### config.mk
export PLATFORM = sky130hd
export DESIGN_NAME = hazard_scoreboard_flat
export DESIGN_NICKNAME = d
export VERILOG_FILES = /design/src/rtl/hazard_scoreboard_if.sv /design/src/rtl/hazard_scoreboard.sv /design/src/flat_wrapper.sv
export SDC_FILE = /design/constraint.sdc
export NUM_CORES = 1
export LEC_CHECK = 0
export CORE_MARGIN = 2
export CORE_UTILIZATION = 45
export CTS_CLUSTER_SIZE = 40
export DETAILED_ROUTE_END_ITERATION = 8
export GPL_TIMING_DRIVEN = 1
export PLACE_DENSITY_LB_ADDON = 0.12
export RECOVER_POWER = 25
export SLEW_MARGIN = 30
export SYNTH_ARGS = -nofsm -noshare
export SYNTH_HDL_FRONTEND = slang
export SYNTH_SLANG_ARGS = --single-unit
### constraint.sdc
create_clock -name clk -period 7.75 [get_ports clk]
set_input_delay 0.775 -clock clk [delete_from_list [all_inputs] [get_ports clk]]
set_output_delay 0.775 -clock clk [all_outputs]
set_load 0.01 [all_outputs]
### src/rtl/hazard_scoreboard_if.sv
// D-stage hazard inputs and stall/forward outputs for hazard_scoreboard.
// The master side is the controller/pipeline and the slave side is the scoreboard.
interface hazard_scoreboard_if #(
    parameter int ADDR_W = 5,
    parameter int NSRC   = 3,
    parameter int TW     = 2
);
    logic [NSRC*ADDR_W-1:0] d_src_addr;
    logic [NSRC-1:0]        d_src_used;
    logic [NSRC*TW-1:0]     d_src_tuse;
    logic                   d_wen;
    logic [ADDR_W-1:0]      d_dst;
    logic [TW-1:0]          d_tnew;
    logic                   d_md_use;
    logic                   d_md_start;
    logic                   d_md_div;
    logic                   stall;
    logic                   pc_en;
    logic                   ifid_en;
    logic                   idex_clr;
    logic [NSRC*2-1:0]      fwd_d;
    logic [NSRC*2-1:0]      fwd_e;
    logic                   md_busy;

    modport master (
        output d_src_addr, d_src_used, d_src_tuse, d_wen, d_dst, d_tnew,
               d_md_use, d_md_start, d_md_div,
        input  stall, pc_en, ifid_en, idex_clr, fwd_d, fwd_e, md_busy
    );

    modport slave (
        input  d_src_addr, d_src_used, d_src_tuse, d_wen, d_dst, d_tnew,
               d_md_use, d_md_start, d_md_div,
        output stall, pc_en, ifid_en, idex_clr, fwd_d, fwd_e, md_busy
    );
endinterface

### src/rtl/hazard_scoreboard.sv
// Tuse/Tnew scoreboard hazard unit with E/M/W writer tracking and a HI/LO busy counter.
// Define HAZARD_PERF_CNT_EN to add the stall_cycles / md_stall_cycles counters.
module hazard_scoreboard #(
    parameter int ADDR_W  = 5,
    parameter int NSRC    = 3,
    parameter int TW      = 2,
    parameter int MUL_LAT = 5,
    parameter int DIV_LAT = 10,
    parameter int CNT_W   = 4
) (
    input  logic               clk,
    input  logic               reset,
`ifdef HAZARD_PERF_CNT_EN
    output logic [31:0]        stall_cycles,
    output logic [31:0]        md_stall_cycles,
`endif
    hazard_scoreboard_if.slave hz
);
    logic                   r_e_vld, r_m_vld, r_w_vld;
    logic [ADDR_W-1:0]      r_e_dst, r_m_dst, r_w_dst;
    logic [TW-1:0]          r_e_tnew, r_m_tnew, r_w_tnew;
    logic [NSRC*ADDR_W-1:0] r_es_addr;
    logic [NSRC-1:0]        r_es_used;
    logic [CNT_W-1:0]       r_cnt;

    logic                   w_data_stall, w_md_busy, w_md_stall, w_stall;
    logic [NSRC*2-1:0]      w_fwd_d, w_fwd_e;
    logic [ADDR_W-1:0]      w_a;
    logic [TW-1:0]          w_tuse, w_t;
    logic                   w_hit;
    logic [1:0]             w_sel;

    function automatic logic [TW-1:0] dec_sat(input logic [TW-1:0] t);
        return (t == '0) ? '0 : t - TW'(1);
    endfunction

    always_ff @(posedge clk) begin
        if (reset) begin
            r_e_vld   <= 1'b0;
            r_m_vld   <= 1'b0;
            r_w_vld   <= 1'b0;
            r_e_dst   <= '0;
            r_m_dst   <= '0;
            r_w_dst   <= '0;
            r_e_tnew  <= '0;
            r_m_tnew  <= '0;
            r_w_tnew  <= '0;
            r_es_addr <= '0;
            r_es_used <= '0;
            r_cnt     <= '0;
        end else begin
            // A stalled D instruction becomes a bubble in E: no writer, no consumer.
            if (w_stall) begin
                r_e_vld   <= 1'b0;
                r_es_used <= '0;
            end else begin
                r_e_vld   <= hz.d_wen && (hz.d_dst != '0);
                r_es_used <= hz.d_src_used;
            end
            r_e_dst   <= hz.d_dst;
            r_e_tnew  <= hz.d_tnew;
            r_es_addr <= hz.d_src_addr;
            r_m_vld   <= r_e_vld;
            r_m_dst   <= r_e_dst;
            r_m_tnew  <= dec_sat(r_e_tnew);
            r_w_vld   <= r_m_vld;
            r_w_dst   <= r_m_dst;
            r_w_tnew  <= dec_sat(r_m_tnew);
            if (hz.d_md_start && !w_stall) begin
                r_cnt <= hz.d_md_div ? CNT_W'(DIV_LAT) : CNT_W'(MUL_LAT);
            end else if (r_cnt != '0) begin
                r_cnt <= r_cnt - CNT_W'(1);
            end
        end
    end

    always_comb begin
        w_data_stall = 1'b0;
        w_fwd_d      = '0;
        w_fwd_e      = '0;
        w_a          = '0;
        w_tuse       = '0;
        w_t          = '0;
        w_hit        = 1'b0;
        w_sel        = '0;
        for (int unsigned i = 0; i < NSRC; i++) begin
            // D side: youngest matching writer among E, M, W.
            w_a    = hz.d_src_addr[i*ADDR_W +: ADDR_W];
            w_tuse = hz.d_src_tuse[i*TW +: TW];
            w_hit  = 1'b1;
            if (r_e_vld && r_e_dst == w_a) begin
                w_t = r_e_tnew; w_sel = 2'b01;
            end else if (r_m_vld && r_m_dst == w_a) begin
                w_t = r_m_tnew; w_sel = 2'b10;
            end else if (r_w_vld && r_w_dst == w_a) begin
                w_t = r_w_tnew; w_sel = 2'b11;
            end else begin
                w_t = '0; w_sel = 2'b00; w_hit = 1'b0;
            end
            if (hz.d_src_used[i] && w_a != '0 && w_hit) begin
                if (w_t > w_tuse) w_data_stall = 1'b1;
                if (w_t == '0) w_fwd_d[i*2 +: 2] = w_sel;
            end
            // E side: only M and W can still supply the instruction now in E.
            w_a   = r_es_addr[i*ADDR_W +: ADDR_W];
            w_hit = 1'b1;
            if (r_m_vld && r_m_dst == w_a) begin
                w_t = r_m_tnew; w_sel = 2'b01;
            end else if (r_w_vld && r_w_dst == w_a) begin
                w_t = r_w_tnew; w_sel = 2'b10;
            end else begin
                w_t = '0; w_sel = 2'b00; w_hit = 1'b0;
            end
            if (r_es_used[i] && w_a != '0 && w_hit && w_t == '0) begin
                w_fwd_e[i*2 +: 2] = w_sel;
            end
        end
    end

    always_comb begin
        w_md_busy  = (r_cnt != '0);
        w_md_stall = hz.d_md_use && w_md_busy;
        w_stall    = w_data_stall || w_md_stall;
    end

    assign hz.stall    = !reset && w_stall;
    assign hz.pc_en    = reset || !w_stall;
    assign hz.ifid_en  = reset || !w_stall;
    assign hz.idex_clr = !reset && w_stall;
    assign hz.fwd_d    = reset ? '0 : w_fwd_d;
    assign hz.fwd_e    = reset ? '0 : w_fwd_e;
    assign hz.md_busy  = !reset && w_md_busy;

`ifdef HAZARD_PERF_CNT_EN
    always_ff @(posedge clk) begin
        if (reset) begin
            stall_cycles    <= '0;
            md_stall_cycles <= '0;
        end else begin
            if (w_stall)    stall_cycles    <= stall_cycles + 32'd1;
            if (w_md_stall) md_stall_cycles <= md_stall_cycles + 32'd1;
        end
    end
`endif
endmodule
### src/flat_wrapper.sv
// flat-port wrapper written by rule: the top's interface ports become plain ports
module hazard_scoreboard_flat 
#(
    parameter int ADDR_W  = 5,
    parameter int NSRC    = 3,
    parameter int TW      = 2,
    parameter int MUL_LAT = 5,
    parameter int DIV_LAT = 10,
    parameter int CNT_W   = 4
)
  (clk, reset, hz_d_src_addr, hz_d_src_used, hz_d_src_tuse, hz_d_wen, hz_d_dst, hz_d_tnew, hz_d_md_use, hz_d_md_start, hz_d_md_div, hz_stall, hz_pc_en, hz_ifid_en, hz_idex_clr, hz_fwd_d, hz_fwd_e, hz_md_busy);
  hazard_scoreboard_if #(.ADDR_W(ADDR_W), .NSRC(NSRC), .TW(TW)) hz_i ();
  input  logic clk;
  input  logic reset;
  input wire logic [$bits(hz_i.d_src_addr)-1:0] hz_d_src_addr;
  input wire logic [$bits(hz_i.d_src_used)-1:0] hz_d_src_used;
  input wire logic [$bits(hz_i.d_src_tuse)-1:0] hz_d_src_tuse;
  input wire logic [$bits(hz_i.d_wen)-1:0] hz_d_wen;
  input wire logic [$bits(hz_i.d_dst)-1:0] hz_d_dst;
  input wire logic [$bits(hz_i.d_tnew)-1:0] hz_d_tnew;
  input wire logic [$bits(hz_i.d_md_use)-1:0] hz_d_md_use;
  input wire logic [$bits(hz_i.d_md_start)-1:0] hz_d_md_start;
  input wire logic [$bits(hz_i.d_md_div)-1:0] hz_d_md_div;
  output wire logic [$bits(hz_i.stall)-1:0] hz_stall;
  output wire logic [$bits(hz_i.pc_en)-1:0] hz_pc_en;
  output wire logic [$bits(hz_i.ifid_en)-1:0] hz_ifid_en;
  output wire logic [$bits(hz_i.idex_clr)-1:0] hz_idex_clr;
  output wire logic [$bits(hz_i.fwd_d)-1:0] hz_fwd_d;
  output wire logic [$bits(hz_i.fwd_e)-1:0] hz_fwd_e;
  output wire logic [$bits(hz_i.md_busy)-1:0] hz_md_busy;
  assign hz_i.d_src_addr = hz_d_src_addr;
  assign hz_i.d_src_used = hz_d_src_used;
  assign hz_i.d_src_tuse = hz_d_src_tuse;
  assign hz_i.d_wen = hz_d_wen;
  assign hz_i.d_dst = hz_d_dst;
  assign hz_i.d_tnew = hz_d_tnew;
  assign hz_i.d_md_use = hz_d_md_use;
  assign hz_i.d_md_start = hz_d_md_start;
  assign hz_i.d_md_div = hz_d_md_div;
  assign hz_stall = hz_i.stall;
  assign hz_pc_en = hz_i.pc_en;
  assign hz_ifid_en = hz_i.ifid_en;
  assign hz_idex_clr = hz_i.idex_clr;
  assign hz_fwd_d = hz_i.fwd_d;
  assign hz_fwd_e = hz_i.fwd_e;
  assign hz_md_busy = hz_i.md_busy;
  hazard_scoreboard #(.ADDR_W(ADDR_W), .NSRC(NSRC), .TW(TW), .MUL_LAT(MUL_LAT), .DIV_LAT(DIV_LAT), .CNT_W(CNT_W)) u_core (.clk(clk), .reset(reset), .hz(hz_i));
endmodule
# Word-level counts from Yosys, hierarchy flattened
# Index checks and enable logic that the tools add are counted.
[classes]
n_addsub = 3
magnitude_cmp = 3
n_eq_ne = 15
muxes = 65
reduce_logical = 59
[op_table]
columns = ["cell", "n"]
rows = [
  ["two-way mux 2 bit", 39],
  ["== test 5 bit", 15],
  ["logical AND 1 bit", 35],
  ["nonzero test 5 bit", 7],
  ["two-way mux 1 bit", 21],
  ["logical NOT 2 bit", 8],
  ["two-way mux 4 bit", 3],
  ["two-way mux 6 bit", 2],
  ["greater-than comparator 2 bit", 3],
  ["OR reduction 2 bit", 3],
  ["nonzero test 4 bit", 1],
  ["subtractor 2 x 1 -> 2 bit (second input constant)", 2],
  ["subtractor 4 x 1 -> 4 bit (second input constant)", 1],
  ["logical NOT 1 bit", 2],
  ["logical OR 1 bit", 2],
  ["nonzero test 2 bit", 1],
]
[totals]
register_bits = 46
inputBits = 37
output_inout_bits = 17
elab_cells = 157

# Depth between registers and ports, before layout
# Gate-level depths: netlist of the first run.
[depth]
ltp_word = 16
ltp_mapped = 14
ltp_nobuf = 12

# Worst setup path before layout of the first run
# Ideal clock, no wire load.
[synth_timing]
path_type = "input to output"
startpoint = "input port hz_d_src_addr[0]"
endpoint = "output port hz_stall"
t_arrival_ps = 3029
required_time_ps = 6975
slack_ps = 3946
stages = 11
path_cell_list = "xnor2_1 nand4_1 or2_1 a311o_1 and2_1 ha_1 a211oi_1 o31ai_1 nand4_1 nor2b_1 buf_4"
[synth_between]
elab_chain_cells = 14
word_cells_on_any_way = 24
classes_between = "order compare: 1; eq/ne: 3; mux: 12; reduce/logical: 8"
[synth_lines]
columns = ["item", "line", "source"]
rows = [
  ["start, declared", "flat_wrapper.sv:15", "input wire logic [$bits(hz_i.d_src_addr)-1:0] hz_d_src_addr;"],
  ["== test 5 bit", "hazard_scoreboard.sv:95", "end else if (r_w_vld && r_w_dst == w_a) begin"],
  ["logical AND 1 bit", "hazard_scoreboard.sv:95", ""],
  ["two-way mux 2 bit", "hazard_scoreboard.sv:95", ""],
  ["two-way mux 2 bit", "hazard_scoreboard.sv:93", "end else if (r_m_vld && r_m_dst == w_a) begin"],
  ["two-way mux 2 bit", "hazard_scoreboard.sv:91", "if (r_e_vld && r_e_dst == w_a) begin"],
  ["greater-than comparator 2 bit", "hazard_scoreboard.sv:101", "if (w_t > w_tuse) w_data_stall = 1'b1;"],
  ["two-way mux 1 bit", "hazard_scoreboard.sv:101", ""],
  ["two-way mux 1 bit *", "hazard_scoreboard.sv:100", "if (hz.d_src_used[i] && w_a != '0 && w_hit) begin"],
  ["two-way mux 1 bit", "hazard_scoreboard.sv:101", ""],
  ["two-way mux 1 bit *", "hazard_scoreboard.sv:100", ""],
  ["two-way mux 1 bit", "hazard_scoreboard.sv:101", ""],
  ["two-way mux 1 bit *", "hazard_scoreboard.sv:100", ""],
  ["logical OR 1 bit *", "hazard_scoreboard.sv:123", "w_stall = w_data_stall || w_md_stall;"],
  ["logical AND 1 bit *", "n/a", ""],
  ["end, declared", "flat_wrapper.sv:24", "output wire logic [$bits(hz_i.stall)-1:0] hz_stall;"],
]
# Mark *: on every way between the ends. The rest lies on a longest branch, timed or not.

# Worst setup path after layout of the first run
[layout_timing]
startpoint = "input port hz_d_src_addr[0]"
endpoint = "output port hz_stall"
[layout_between]
elab_chain_cells = 14
word_cells_on_any_way = 24
classes_between = "order compare: 1; eq/ne: 3; mux: 12; reduce/logical: 8"
[layout_lines]
columns = ["item", "line", "source"]
rows = [
  ["== test 5 bit", "hazard_scoreboard.sv:95", ""],
  ["logical AND 1 bit", "hazard_scoreboard.sv:95", ""],
  ["two-way mux 2 bit", "hazard_scoreboard.sv:95", ""],
  ["two-way mux 2 bit", "hazard_scoreboard.sv:93", ""],
  ["two-way mux 2 bit", "hazard_scoreboard.sv:91", ""],
  ["greater-than comparator 2 bit", "hazard_scoreboard.sv:101", ""],
  ["two-way mux 1 bit", "hazard_scoreboard.sv:101", ""],
  ["two-way mux 1 bit *", "hazard_scoreboard.sv:100", ""],
  ["two-way mux 1 bit", "hazard_scoreboard.sv:101", ""],
  ["two-way mux 1 bit *", "hazard_scoreboard.sv:100", ""],
  ["two-way mux 1 bit", "hazard_scoreboard.sv:101", ""],
  ["two-way mux 1 bit *", "hazard_scoreboard.sv:100", ""],
  ["logical OR 1 bit *", "hazard_scoreboard.sv:123", ""],
  ["logical AND 1 bit *", "hazard_scoreboard.sv:126", "assign hz.stall = !reset && w_stall;"],
]
# Marked as above.

==> results of run 1 <==
==> synthesized netlist by cell type (4+ instances only) <==
cell / count
dfxtp_1: 46
xnor2_1: 46
nor2b_1: 38
xor2_1: 30
nand2_1: 14
inv_1: 13
nor3_1: 12
nor4_1: 10
ha_1: 9
nand4_1: 8
nand3_1: 7
or4_1: 7
clkbuf_1: 6
nand2b_1: 6
nor2_1: 6
a211oi_1: 5
a21oi_1: 5
and2_1: 5
buf_2: 5
nor3b_1: 5
o21ai_0: 5
buf_4: 4
mux2i_1: 4
or2_2: 4
==> cells by family after synthesis <==
logic type,Yosys count
mux,4
xor+xnor,76
fa+ha+maj,9
buf+inv,32
compound gates,38
simple gates,134
flops,46
==> layer usage <==
metal | wire [um] | global-route usage | vias to the layer above | share of wire
met5 | 0 | 0 | - | 0
met4 | 129 | 0.0592 | 0 | 0.017
met3 | 252 | 0.0385 | 11 | 0.034
met2 | 3520 | 0.352 | 49 | 0.47
met1 | 3520 | 0.280 | 1152 | 0.47
li1 | - | - | 1249 | -
==> area by class of cell <==
class / count / area, um^2
Tap cell: 77 / 96.3
Clock buffer: 5 / 68.8
Sequential cell: 46 / 921
Multi-Input combinational cell: 261 / 1930
Clock inverter: 3 / 23.8
Timing Repair Buffer: 53 / 524
Fill cell: 594 / 2810
Inverter: 13 / 48.8
==> critical path: cells and delay by family <==
kind / cells / cell delay (ps)
AND/OR/NAND/NOR: 5 / 1320
AO/OA/AOI/OAI: 4 / 620
XOR/XNOR: 1 / 150
buffers and inverters: 2 / 1190
adder cells (fa/ha/maj): 1 / 280
==> sequential cells by signal (all words and copies together), names as in the netlist, 2 cells and up <==
name,cells
u_core.r_es_addr,15
u_core.r_m_dst,5
u_core.r_cnt,4
u_core.r_w_dst,5
u_core.r_e_tnew,2
u_core.r_es_used,3
u_core.r_m_tnew,2
u_core.r_w_tnew,2
u_core.r_e_dst,5
==> power groups by stage <==
stage | Clock [mW] | Sequential [mW] | Combinational, mW
CTS | 0.157 | 0.284 | 0.174
finish | 0.153 | 0.284 | 0.172
floorplan | 0 | 0.276 | 0.123
detailed placement | 0 | 0.289 | 0.173
global placement | 0 | 0.289 | 0.169
global route | 0.168 | 0.287 | 0.191
==> worst min-delay path by stage <==
stage	from	to	slack [ps]	depth (start not counted)
5_1_grt	u_core.r_e_tnew[0]	u_core.r_m_tnew[0]	450	1
6_report	u_core.r_e_tnew[0]	u_core.r_m_tnew[0]	430	1
4_1_cts	u_core.r_e_tnew[0]	u_core.r_m_tnew[0]	430	1
2_1_floorplan	u_core.r_e_tnew[0]	u_core.r_m_tnew[0]	400	1
3_5_place_dp	u_core.r_e_tnew[0]	u_core.r_m_tnew[0]	420	1
3_3_place_gp	u_core.r_e_tnew[0]	u_core.r_m_tnew[0]	420	1
==> through the flow <==
step	util	worst slack (ps)	total power, mW	hold WS, ps
finish	0.562	2620	0.609	434
global route	0.562	2410	0.646	451
CTS	0.563	2670	0.614	433
detailed placement	0.548	2670	0.462	418
global placement	0.548	2800	0.458	424
floorplan	-	3950	0.400	400
==> impl_results.html, run 1 <==
<table>
<tr><th>Metric</th><th>Value</th></tr>
<tr><th colspan="2">Routing</th></tr>
<tr><td>Number of DRC markers after the initial detailed-route iteration</td><td>124</td></tr>
<tr><td>Final routed DRC violation total</td><td>0</td></tr>
<tr><td>Remaining antenna violation count</td><td>0</td></tr>
<tr><td>Detailed-router iteration count before antenna repair</td><td>6</td></tr>
<tr><td>Vias after detailed routing</td><td>2461</td></tr>
<tr><td>Vias per std cell</td><td>5.37</td></tr>
<tr><td>Post-Route WL</td><td>7.42 mm</td></tr>
<tr><td>Wire length per cell after detailed routing</td><td>around 16 um</td></tr>
<tr><th colspan="2">Setup path</th></tr>
<tr><td>FF-to-FF path depth</td><td>11</td></tr>
<tr><td>Critical path fanouts, max</td><td>6</td></tr>
<tr><td>Startpoint-to-endpoint class of the critical path</td><td>in -&gt; out</td></tr>
<tr><td>Max stage delay on crit path</td><td>600 ps</td></tr>
<tr><td>Setup slack on the worst flop-to-flop path</td><td>4580 ps</td></tr>
<tr><td>Type of element capturing the critical path</td><td>output pin</td></tr>
<tr><td>Reg2reg end</td><td>u_core.r_es_used[2]</td></tr>
<tr><td>Worst Setup Start Kind</td><td>input port</td></tr>
<tr><td>Required time worst endpoint</td><td>6970 ps</td></tr>
<tr><td>Ordered list of cells on the worst path</td><td>clkdlybuf4s50_1 -&gt; xnor2_1 -&gt; nand4_1 -&gt; or2_1 -&gt; a311o_1 -&gt; and2_1 -&gt; ha_1 -&gt; a21oi_1 -&gt; a211oi_1 -&gt; o31ai_1 -&gt; nand4_1 -&gt; nor2b_1 -&gt; clkdlybuf4s50_1</td></tr>
<tr><td>RR Startpoint</td><td>u_core.r_m_dst[3]</td></tr>
<tr><td>Cell with the biggest individual delay on the critical path</td><td>clkdlybuf4s50_1</td></tr>
<tr><td>Arrival time of data at the critical path endpoint</td><td>4350 ps</td></tr>
<tr><td>Capture point of the worst path</td><td>hz_stall</td></tr>
<tr><td>Critical path launch point</td><td>hz_d_src_addr[0]</td></tr>
<tr><th colspan="2">GRT</th></tr>
<tr><td>Antenna violations before repair</td><td>0</td></tr>
<tr><td>Pin count of the biggest net entering global routing</td><td>59</td></tr>
<tr><td>GRT overflow</td><td>0</td></tr>
<tr><td>Global routing usage summed across all routing layers</td><td>0.211</td></tr>
<tr><td>Number of global-route vias before repair</td><td>2412</td></tr>
<tr><td>Global-route wire length before repair</td><td>12.1 mm</td></tr>
<tr><th colspan="2">Clocking</th></tr>
<tr><td>Setup bufs post-CTS</td><td>0</td></tr>
<tr><td>Cell at the root of the clock tree</td><td>clkbuf_8</td></tr>
<tr><td># resized after CTS</td><td>0</td></tr>
<tr><td>Clock latency of the later-clocked register in the worst-skew pair</td><td>310 ps</td></tr>
<tr><td>Hold bufs inserted after CTS</td><td>0</td></tr>
<tr><td>CTS Buf Count</td><td>5</td></tr>
<tr><td>CTS tree</td><td>done</td></tr>
<tr><td>Bufs on Longest Clock Path</td><td>2</td></tr>
<tr><td>Clock transition at the register clock pins on the worst setup and hold paths after CTS</td><td>80 ps</td></tr>
<tr><td>TritonCTS Sinks</td><td>46</td></tr>
<tr><td>Htree depth</td><td>2</td></tr>
<tr><th colspan="2">Die</th></tr>
<tr><td>Die width</td><td>between 80 and 90 um</td></tr>
<tr><td>Site Rows</td><td>29</td></tr>
<tr><td>Die Span Y</td><td>85.8 um</td></tr>
<tr><td>Number of I/O pins</td><td>between 50 and 60</td></tr>
<tr><td>Die outline area</td><td>about 0.0074 mm^2</td></tr>
<tr><td>Core footprint</td><td>0.00642 mm^2</td></tr>
<tr><td>Initial cell density of the core</td><td>0.469</td></tr>
<tr><th colspan="2">Timing</th></tr>
<tr><td>Setup Total Neg Slack</td><td>0 ps</td></tr>
<tr><td>Setup violators final</td><td>0</td></tr>
<tr><td>Transition time of the tightest slew-check pin</td><td>approximately 2500 ps</td></tr>
<tr><td>Number of max-slew violations in the final report</td><td>between 50 and 60</td></tr>
<tr><td>Post-route clock period utilization</td><td>0.662</td></tr>
<tr><td>Slew Limit Headroom</td><td>-0.643</td></tr>
<tr><td>Fmax achieved</td><td>195 MHz</td></tr>
<tr><td>Count of final hold-check violations</td><td>0</td></tr>
<tr><td>Shortest clock period the worst path allows after layout</td><td>roughly 5100 ps</td></tr>
<tr><td>Setup repair after global routing missed its margin</td><td>no</td></tr>
<tr><td>Worst clock skew on the final layout</td><td>14.5 ps</td></tr>
<tr><th colspan="2">Power</th></tr>
<tr><td>Peak supply drop</td><td>around 100 uV</td></tr>
<tr><td>Share of power burned in the clock network</td><td>0.252</td></tr>
<tr><td>Sw Ratio</td><td>0.320</td></tr>
<tr><td>Leak</td><td>1.32 nW</td></tr>
<tr><td>Pwr dens</td><td>169 mW/mm^2</td></tr>
<tr><td>Relative contribution of combinational cells to total power</td><td>0.282</td></tr>
<tr><td>Sequential Power Share</td><td>0.466</td></tr>
<tr><td>Internal Pwr Total</td><td>a little over 0.4 mW</td></tr>
<tr><td>Total net switching power</td><td>0.195 mW</td></tr>
<tr><th colspan="2">Logic synthesis</th></tr>
<tr><td>Compound-cell area share of the yosys netlist</td><td>0.0959</td></tr>
<tr><td>Synth Flop Type</td><td>dfxtp_1</td></tr>
<tr><td>Netlist cell types</td><td>46</td></tr>
<tr><td>Post-Synth Simple-Gate Area</td><td>0.273</td></tr>
<tr><td>Net Count, Synth</td><td>385</td></tr>
<tr><td>Post-synthesis adder-cell area fraction</td><td>0.0374</td></tr>
<tr><td>Cell taking the most area after synthesis</td><td>dfxtp_1</td></tr>
<tr><td>Dominant combinational cell family by area after synthesis</td><td>simple AND/OR/NAND/NOR gates</td></tr>
<tr><td>Async set-or-reset flop fraction in the synthesized netlist</td><td>0</td></tr>
<tr><td>Post-synthesis mux area share</td><td>0.0133</td></tr>
<tr><td>Average cell area after synthesis</td><td>8.89 um^2</td></tr>
<tr><td>Sequential element share of the synthesized area</td><td>0.306</td></tr>
<tr><td>Area share of the leading cell type in the synthesized netlist</td><td>0.306</td></tr>
<tr><td>Count of flip-flops with a built-in enable after synthesis</td><td>0</td></tr>
<tr><td>Fraction of synthesized cell area in xor and xnor cells</td><td>0.221</td></tr>
<tr><td>Cell Area, Synth</td><td>0.00301 mm^2</td></tr>
<tr><td>Yosys warns</td><td>0</td></tr>
<tr><td>Number of synthesized register bits</td><td>46</td></tr>
<tr><td>Number of cells produced by synthesis</td><td>339</td></tr>
<tr><td>Leading cell types by total area after synthesis</td><td>dfxtp_1, xnor2_1, xor2_1</td></tr>
<tr><th colspan="2">Final layout</th></tr>
<tr><td>Number of antenna diodes</td><td>0</td></tr>
<tr><td>Layout cells sized above 1</td><td>0.0446</td></tr>
<tr><td>Most common library cell in the layout ignoring fill and taps</td><td>clkdlybuf4s50_1</td></tr>
<tr><td>Area delta synth-&gt;final</td><td>19.8%</td></tr>
<tr><td>Layout Nets</td><td>426</td></tr>
<tr><td>Highest-count cells in the layout ignoring fill and taps</td><td>clkdlybuf4s50_1, xnor2_1, dfxtp_1</td></tr>
<tr><td>Cell area after layout</td><td>approximately 0.0036 mm^2</td></tr>
<tr><td>Number of cells in the finished layout apart from fillers</td><td>458</td></tr>
<tr><th colspan="2">Job</th></tr>
<tr><td>Reported max-cap violation count</td><td>1</td></tr>
<tr><th colspan="2">Run status</th></tr>
<tr><td>Status</td><td>finished, violations left</td></tr>
<tr><td>Violations in the final reports</td><td>capacitance limit, slew limit</td></tr>
<tr><th colspan="2">Placed design</th></tr>
<tr><td>Post-DP HPWL</td><td>5.71 mm</td></tr>
<tr><td># placed instances</td><td>450</td></tr>
<tr><td>Global placer's final weighted congestion</td><td>0.831</td></tr>
<tr><td>Port-buffer cells</td><td>53</td></tr>
<tr><td>Cell area after placement</td><td>0.00352 mm^2</td></tr>
<tr><th colspan="2">Min path</th></tr>
<tr><td>Classification of the worst-slack hold path</td><td>reg -&gt; reg</td></tr>
</table>
Note: power is estimated with default switching activity, not from simulation.
==> run 2, diff against run 1 <==
==> constraint.sdc (replaced) <==
create_clock -name clk -period 4.5 [get_ports clk]
set_input_delay 0.45 -clock clk [delete_from_list [all_inputs] [get_ports clk]]
set_output_delay 0.45 -clock clk [all_outputs]
set_load 0.01 [all_outputs]
==> run 2 against run 1 <==
  * The run ends with DRC, capacitance limit, slew limit left
  * Via count is 1.9% higher
  * Sequential cell count stayed put
  * Clock skew is 11 ps lower
  * Power is 82% higher
  * Final area is 1.7% higher
  * Critical endpoint unchanged
  * Largest cell class unchanged
  * Highest routed layer unchanged
==> impl_results.html, run 2 (synthesis results as in run 1) <==
<table>
<tr><th>Metric</th><th>Value</th></tr>
<tr><th colspan="2">Setup path</th></tr>
<tr><td>Max stage delay on crit path</td><td>610 ps (about the same)</td></tr>
<tr><td>Startpoint-to-endpoint class of the critical path</td><td>reg -&gt; out</td></tr>
<tr><td>RR Startpoint</td><td>u_core.r_m_dst[2]</td></tr>
<tr><td>Kind of cell adding the most delay to the critical path</td><td>simple AND/OR/NAND/NOR gates</td></tr>
<tr><td>Arrival time of data at the critical path endpoint</td><td>3770 ps (-580 ps)</td></tr>
<tr><td>Ordered list of cells on the worst path</td><td>xnor2_1 -&gt; nand4_1 -&gt; or2_1 -&gt; a311o_1 -&gt; and2_1 -&gt; ha_1 -&gt; a211oi_1 -&gt; o31ai_1 -&gt; nand4_1 -&gt; nor2b_1 -&gt; clkdlybuf4s50_1</td></tr>
<tr><td>FF-to-FF path depth</td><td>12 (+1)</td></tr>
<tr><td>Reg2reg end</td><td>u_core.r_es_used[0]</td></tr>
<tr><td>Critical path fanouts, max</td><td>7 (+1)</td></tr>
<tr><td>Type of element capturing the critical path</td><td>output pin</td></tr>
<tr><td>Worst Setup Start Kind</td><td>flip-flop</td></tr>
<tr><td>Most used cell, CP</td><td>nand4_1</td></tr>
<tr><td>Setup slack on the worst flop-to-flop path</td><td>1330 ps (-3250 ps)</td></tr>
<tr><td>Required time worst endpoint</td><td>4050 ps (-2920 ps)</td></tr>
<tr><td>Number of buffer and inverter instances along the worst setup path</td><td>1 (-1)</td></tr>
<tr><td>Cell with the biggest individual delay on the critical path</td><td>dfxtp_1</td></tr>
<tr><th colspan="2">Routing</th></tr>
<tr><td>Wire length per cell after detailed routing</td><td>16.1 um (-0.71%)</td></tr>
<tr><td>Post-Route WL</td><td>7.43 mm (+0.16%)</td></tr>
<tr><td>Vias per std cell</td><td>5.43 (+0.99%)</td></tr>
<tr><td>Detailed-router iteration count before antenna repair</td><td>7 (+1)</td></tr>
<tr><td>Final routed DRC violation total</td><td>5 (+5)</td></tr>
<tr><td>Number of DRC markers after the initial detailed-route iteration</td><td>149 (+20%)</td></tr>
<tr><td>Remaining antenna violation count</td><td>0 (unchanged)</td></tr>
<tr><td>Vias after detailed routing</td><td>2507 (+1.9%)</td></tr>
<tr><th colspan="2">Power</th></tr>
<tr><td>Leak</td><td>1.39 nW (+5.6%)</td></tr>
<tr><td>Total net switching power</td><td>0.332 mW (+70%)</td></tr>
<tr><td>Total design power</td><td>1.11 mW (+82%)</td></tr>
<tr><td>Internal Pwr Total</td><td>0.774 mW (+87%)</td></tr>
<tr><td>Pwr dens</td><td>301 mW/mm^2 (+79%)</td></tr>
<tr><td>Peak supply drop</td><td>205 uV (+100%)</td></tr>
<tr><td>Sequential Power Share</td><td>0.442 (-0.024)</td></tr>
<tr><td>Relative contribution of combinational cells to total power</td><td>0.274 (-0.008)</td></tr>
<tr><td>Sw Ratio</td><td>0.300 (-0.0196)</td></tr>
<tr><td>Share of power burned in the clock network</td><td>0.285 (+0.033)</td></tr>
<tr><th colspan="2">GRT</th></tr>
<tr><td>Antenna violations before repair</td><td>0 (unchanged)</td></tr>
<tr><td>Global routing met2 resource utilization</td><td>0.379 (+0.0270)</td></tr>
<tr><td>Met3 usage in global routing</td><td>0.0346 (-0.00385)</td></tr>
<tr><td>Global routing usage summed across all routing layers</td><td>0.213 (+0.00197)</td></tr>
<tr><td>GRT overflow</td><td>0 (unchanged)</td></tr>
<tr><td>Global-route wire length before repair</td><td>12.3 mm (+1.3%)</td></tr>
<tr><td>Layer carrying the most global-route usage</td><td>met2</td></tr>
<tr><td>Fraction of met1 tracks used by global routing</td><td>0.267 (-0.0138)</td></tr>
<tr><td>Number of global-route vias before repair</td><td>2482 (+2.9%)</td></tr>
<tr><td>Pin count of the biggest net entering global routing</td><td>46 (-22%)</td></tr>
<tr><th colspan="2">Die</th></tr>
<tr><td>Initial cell density of the core</td><td>0.469 (unchanged)</td></tr>
<tr><td>Die Span Y</td><td>85.8 um (unchanged)</td></tr>
<tr><td>Number of I/O pins</td><td>54 (unchanged)</td></tr>
<tr><td>Core footprint</td><td>0.00642 mm^2 (unchanged)</td></tr>
<tr><td>Site Rows</td><td>29 (unchanged)</td></tr>
<tr><td>Die outline area</td><td>0.00737 mm^2 (unchanged)</td></tr>
<tr><td>Die width</td><td>85.8 um (unchanged)</td></tr>
<tr><th colspan="2">Min path</th></tr>
<tr><td>Classification of the worst-slack hold path</td><td>reg -&gt; reg</td></tr>
<tr><td>Launch instance of the worst min-delay path</td><td>u_core.r_e_tnew[0]</td></tr>
<tr><td>Worst hold path depth</td><td>1 (unchanged)</td></tr>
<tr><td>Destination of the worst hold path</td><td>u_core.r_m_tnew[0]</td></tr>
<tr><th colspan="2">Timing</th></tr>
<tr><td>Setup violators final</td><td>0 (unchanged)</td></tr>
<tr><td>Slew Limit Headroom</td><td>-0.262 (+0.382)</td></tr>
<tr><td>Transition time of the tightest slew-check pin</td><td>1890 ps (-572 ps)</td></tr>
<tr><td>Post-route clock period utilization</td><td>0.939</td></tr>
<tr><td>Setup repair after global routing missed its margin</td><td>no</td></tr>
<tr><td>Worst clock skew on the final layout</td><td>3.99 ps (-10.6 ps)</td></tr>
<tr><td>Count of final hold-check violations</td><td>0 (unchanged)</td></tr>
<tr><td>Setup Total Neg Slack</td><td>0 ps (unchanged)</td></tr>
<tr><td>Fmax achieved</td><td>237 MHz</td></tr>
<tr><td>Shortest clock period the worst path allows after layout</td><td>4220 ps</td></tr>
<tr><td>Number of max-slew violations in the final report</td><td>46 (-22%)</td></tr>
<tr><th colspan="2">Final layout</th></tr>
<tr><td>Area delta synth-&gt;final</td><td>21.8%</td></tr>
<tr><td>Number of filler instances in the final layout</td><td>624 (+5.1%)</td></tr>
<tr><td>Number of antenna diodes</td><td>0 (unchanged)</td></tr>
<tr><td>Cell area after layout</td><td>0.00367 mm^2 (+1.7%)</td></tr>
<tr><td>Max FFs per register</td><td>15 (unchanged)</td></tr>
<tr><td>Sequential cell area</td><td>921 um^2 (unchanged)</td></tr>
<tr><td>Multi-input gate area in the final layout</td><td>0.00193 mm^2 (unchanged)</td></tr>
<tr><td>Highest-count cells in the layout ignoring fill and taps</td><td>clkdlybuf4s50_1, xnor2_1, dfxtp_1</td></tr>
<tr><td>Most common library cell in the layout ignoring fill and taps</td><td>clkdlybuf4s50_1</td></tr>
<tr><td>Layout Nets</td><td>430 (+0.94%)</td></tr>
<tr><td>Register with the most flip-flops</td><td>u_core.r_es_addr</td></tr>
<tr><td>Layout cells sized above 1</td><td>0.0545 (+0.00993)</td></tr>
<tr><th colspan="2">Clocking</th></tr>
<tr><td>Clock latency of the later-clocked register in the worst-skew pair</td><td>300 ps (about the same)</td></tr>
<tr><td>CTS tree</td><td>done</td></tr>
<tr><td>CTS Buf Count</td><td>5 (unchanged)</td></tr>
<tr><td>Hold bufs inserted after CTS</td><td>0 (unchanged)</td></tr>
<tr><td>Cell at the root of the clock tree</td><td>clkbuf_8</td></tr>
<tr><td>Htree depth</td><td>2 (unchanged)</td></tr>
<tr><td>Bufs on Longest Clock Path</td><td>2 (unchanged)</td></tr>
<tr><td>Clock transition at the register clock pins on the worst setup and hold paths after CTS</td><td>90 ps (about the same)</td></tr>
<tr><td>TritonCTS Sinks</td><td>46 (unchanged)</td></tr>
<tr><th colspan="2">Job</th></tr>
<tr><td>Reported max-cap violation count</td><td>1 (unchanged)</td></tr>
<tr><th colspan="2">Run status</th></tr>
<tr><td>Status</td><td>finished, violations left</td></tr>
<tr><td>Violations in the final reports</td><td>DRC, capacitance limit, slew limit</td></tr>
<tr><th colspan="2">Placed design</th></tr>
<tr><td>Global placer's final weighted congestion</td><td>0.841 (+1.3%)</td></tr>
<tr><td>Cell area after placement</td><td>0.00354 mm^2 (+0.64%)</td></tr>
<tr><td>Port-buffer cells</td><td>53 (unchanged)</td></tr>
<tr><td>Post-DP HPWL</td><td>5.75 mm (+0.72%)</td></tr>
</table>
==> run 2: final cells by class <==
type / instances / area share
Multi-Input combinational cell: 261 / 0.525
Clock buffer: 5 / 0.0187
Sequential cell: 46 / 0.251
Tap cell: 77 / 0.0262
Timing Repair Buffer: 57 / 0.154
Inverter: 13 / 0.0133
Clock inverter: 3 / 0.0119
==> run 2: per-layer routing <==
metal,up-vias,part of all wire
li1,1250,-
met1,1196,0.45
met2,54,0.50
met3,7,0.045
met4,0,0.0098
met5,-,0
==> run 2: power groups by stage <==
stage / registers, mW / logic, mW / clock network (mW)
2_1_floorplan: 0.476 / 0.212 / 0
3_3_place_gp: 0.497 / 0.300 / 0
3_5_place_dp: 0.497 / 0.304 / 0
4_1_cts: 0.488 / 0.306 / 0.322
5_1_grt: 0.493 / 0.334 / 0.334
6_report: 0.489 / 0.303 / 0.315
==> run 2: stage by stage <==
| step | hold WS [ps] | cells | setup WS [ps] | util |
|---|---|---|---|---|
| after CTS | 435 | 461 | 151 | 0.569 |
| after floorplan | 400 | 339 | 1350 | - |
| final | 437 | 462 | 276 | 0.572 |
| after detailed placement | 411 | 453 | 188 | 0.552 |
| after global routing | 470 | 462 | 36.1 | 0.572 |
| after global placement | 426 | 453 | 314 | 0.552 |
==> run 2: worst max path at each step <==
stage                           start           to  slack [ps]  cells after the start
global placement     hz_d_src_addr[0]  hz_idex_clr         310                     12
CTS                  hz_d_src_addr[0]  hz_idex_clr         150                     12
floorplan            hz_d_src_addr[0]     hz_stall        1350                     11
finish              u_core.r_m_dst[2]     hz_stall         280                     11
detailed placement   hz_d_src_addr[0]  hz_idex_clr         190                     12
global route        u_core.r_m_dst[0]     hz_stall          40                     12
==> run 2: what timing repair did <==
action,4_1_cts,5_1_grt
resized for setup,0,4
buffers inserted,0,1
endpoints found under the setup margin,0,2
==> run 2: worst reg2reg max path, cell delays in order (launching register included) <==
cell	delay [ps]
dfxtp_1	610
xnor2_1	180
nand4_1	210
or2_1	320
a311o_1	350
and2_1	170
ha_1	290
a21oi_1	130
a211oi_1	60
o31ai_1	130
nand4_1	230
buf_4	230
nor3b_1	170
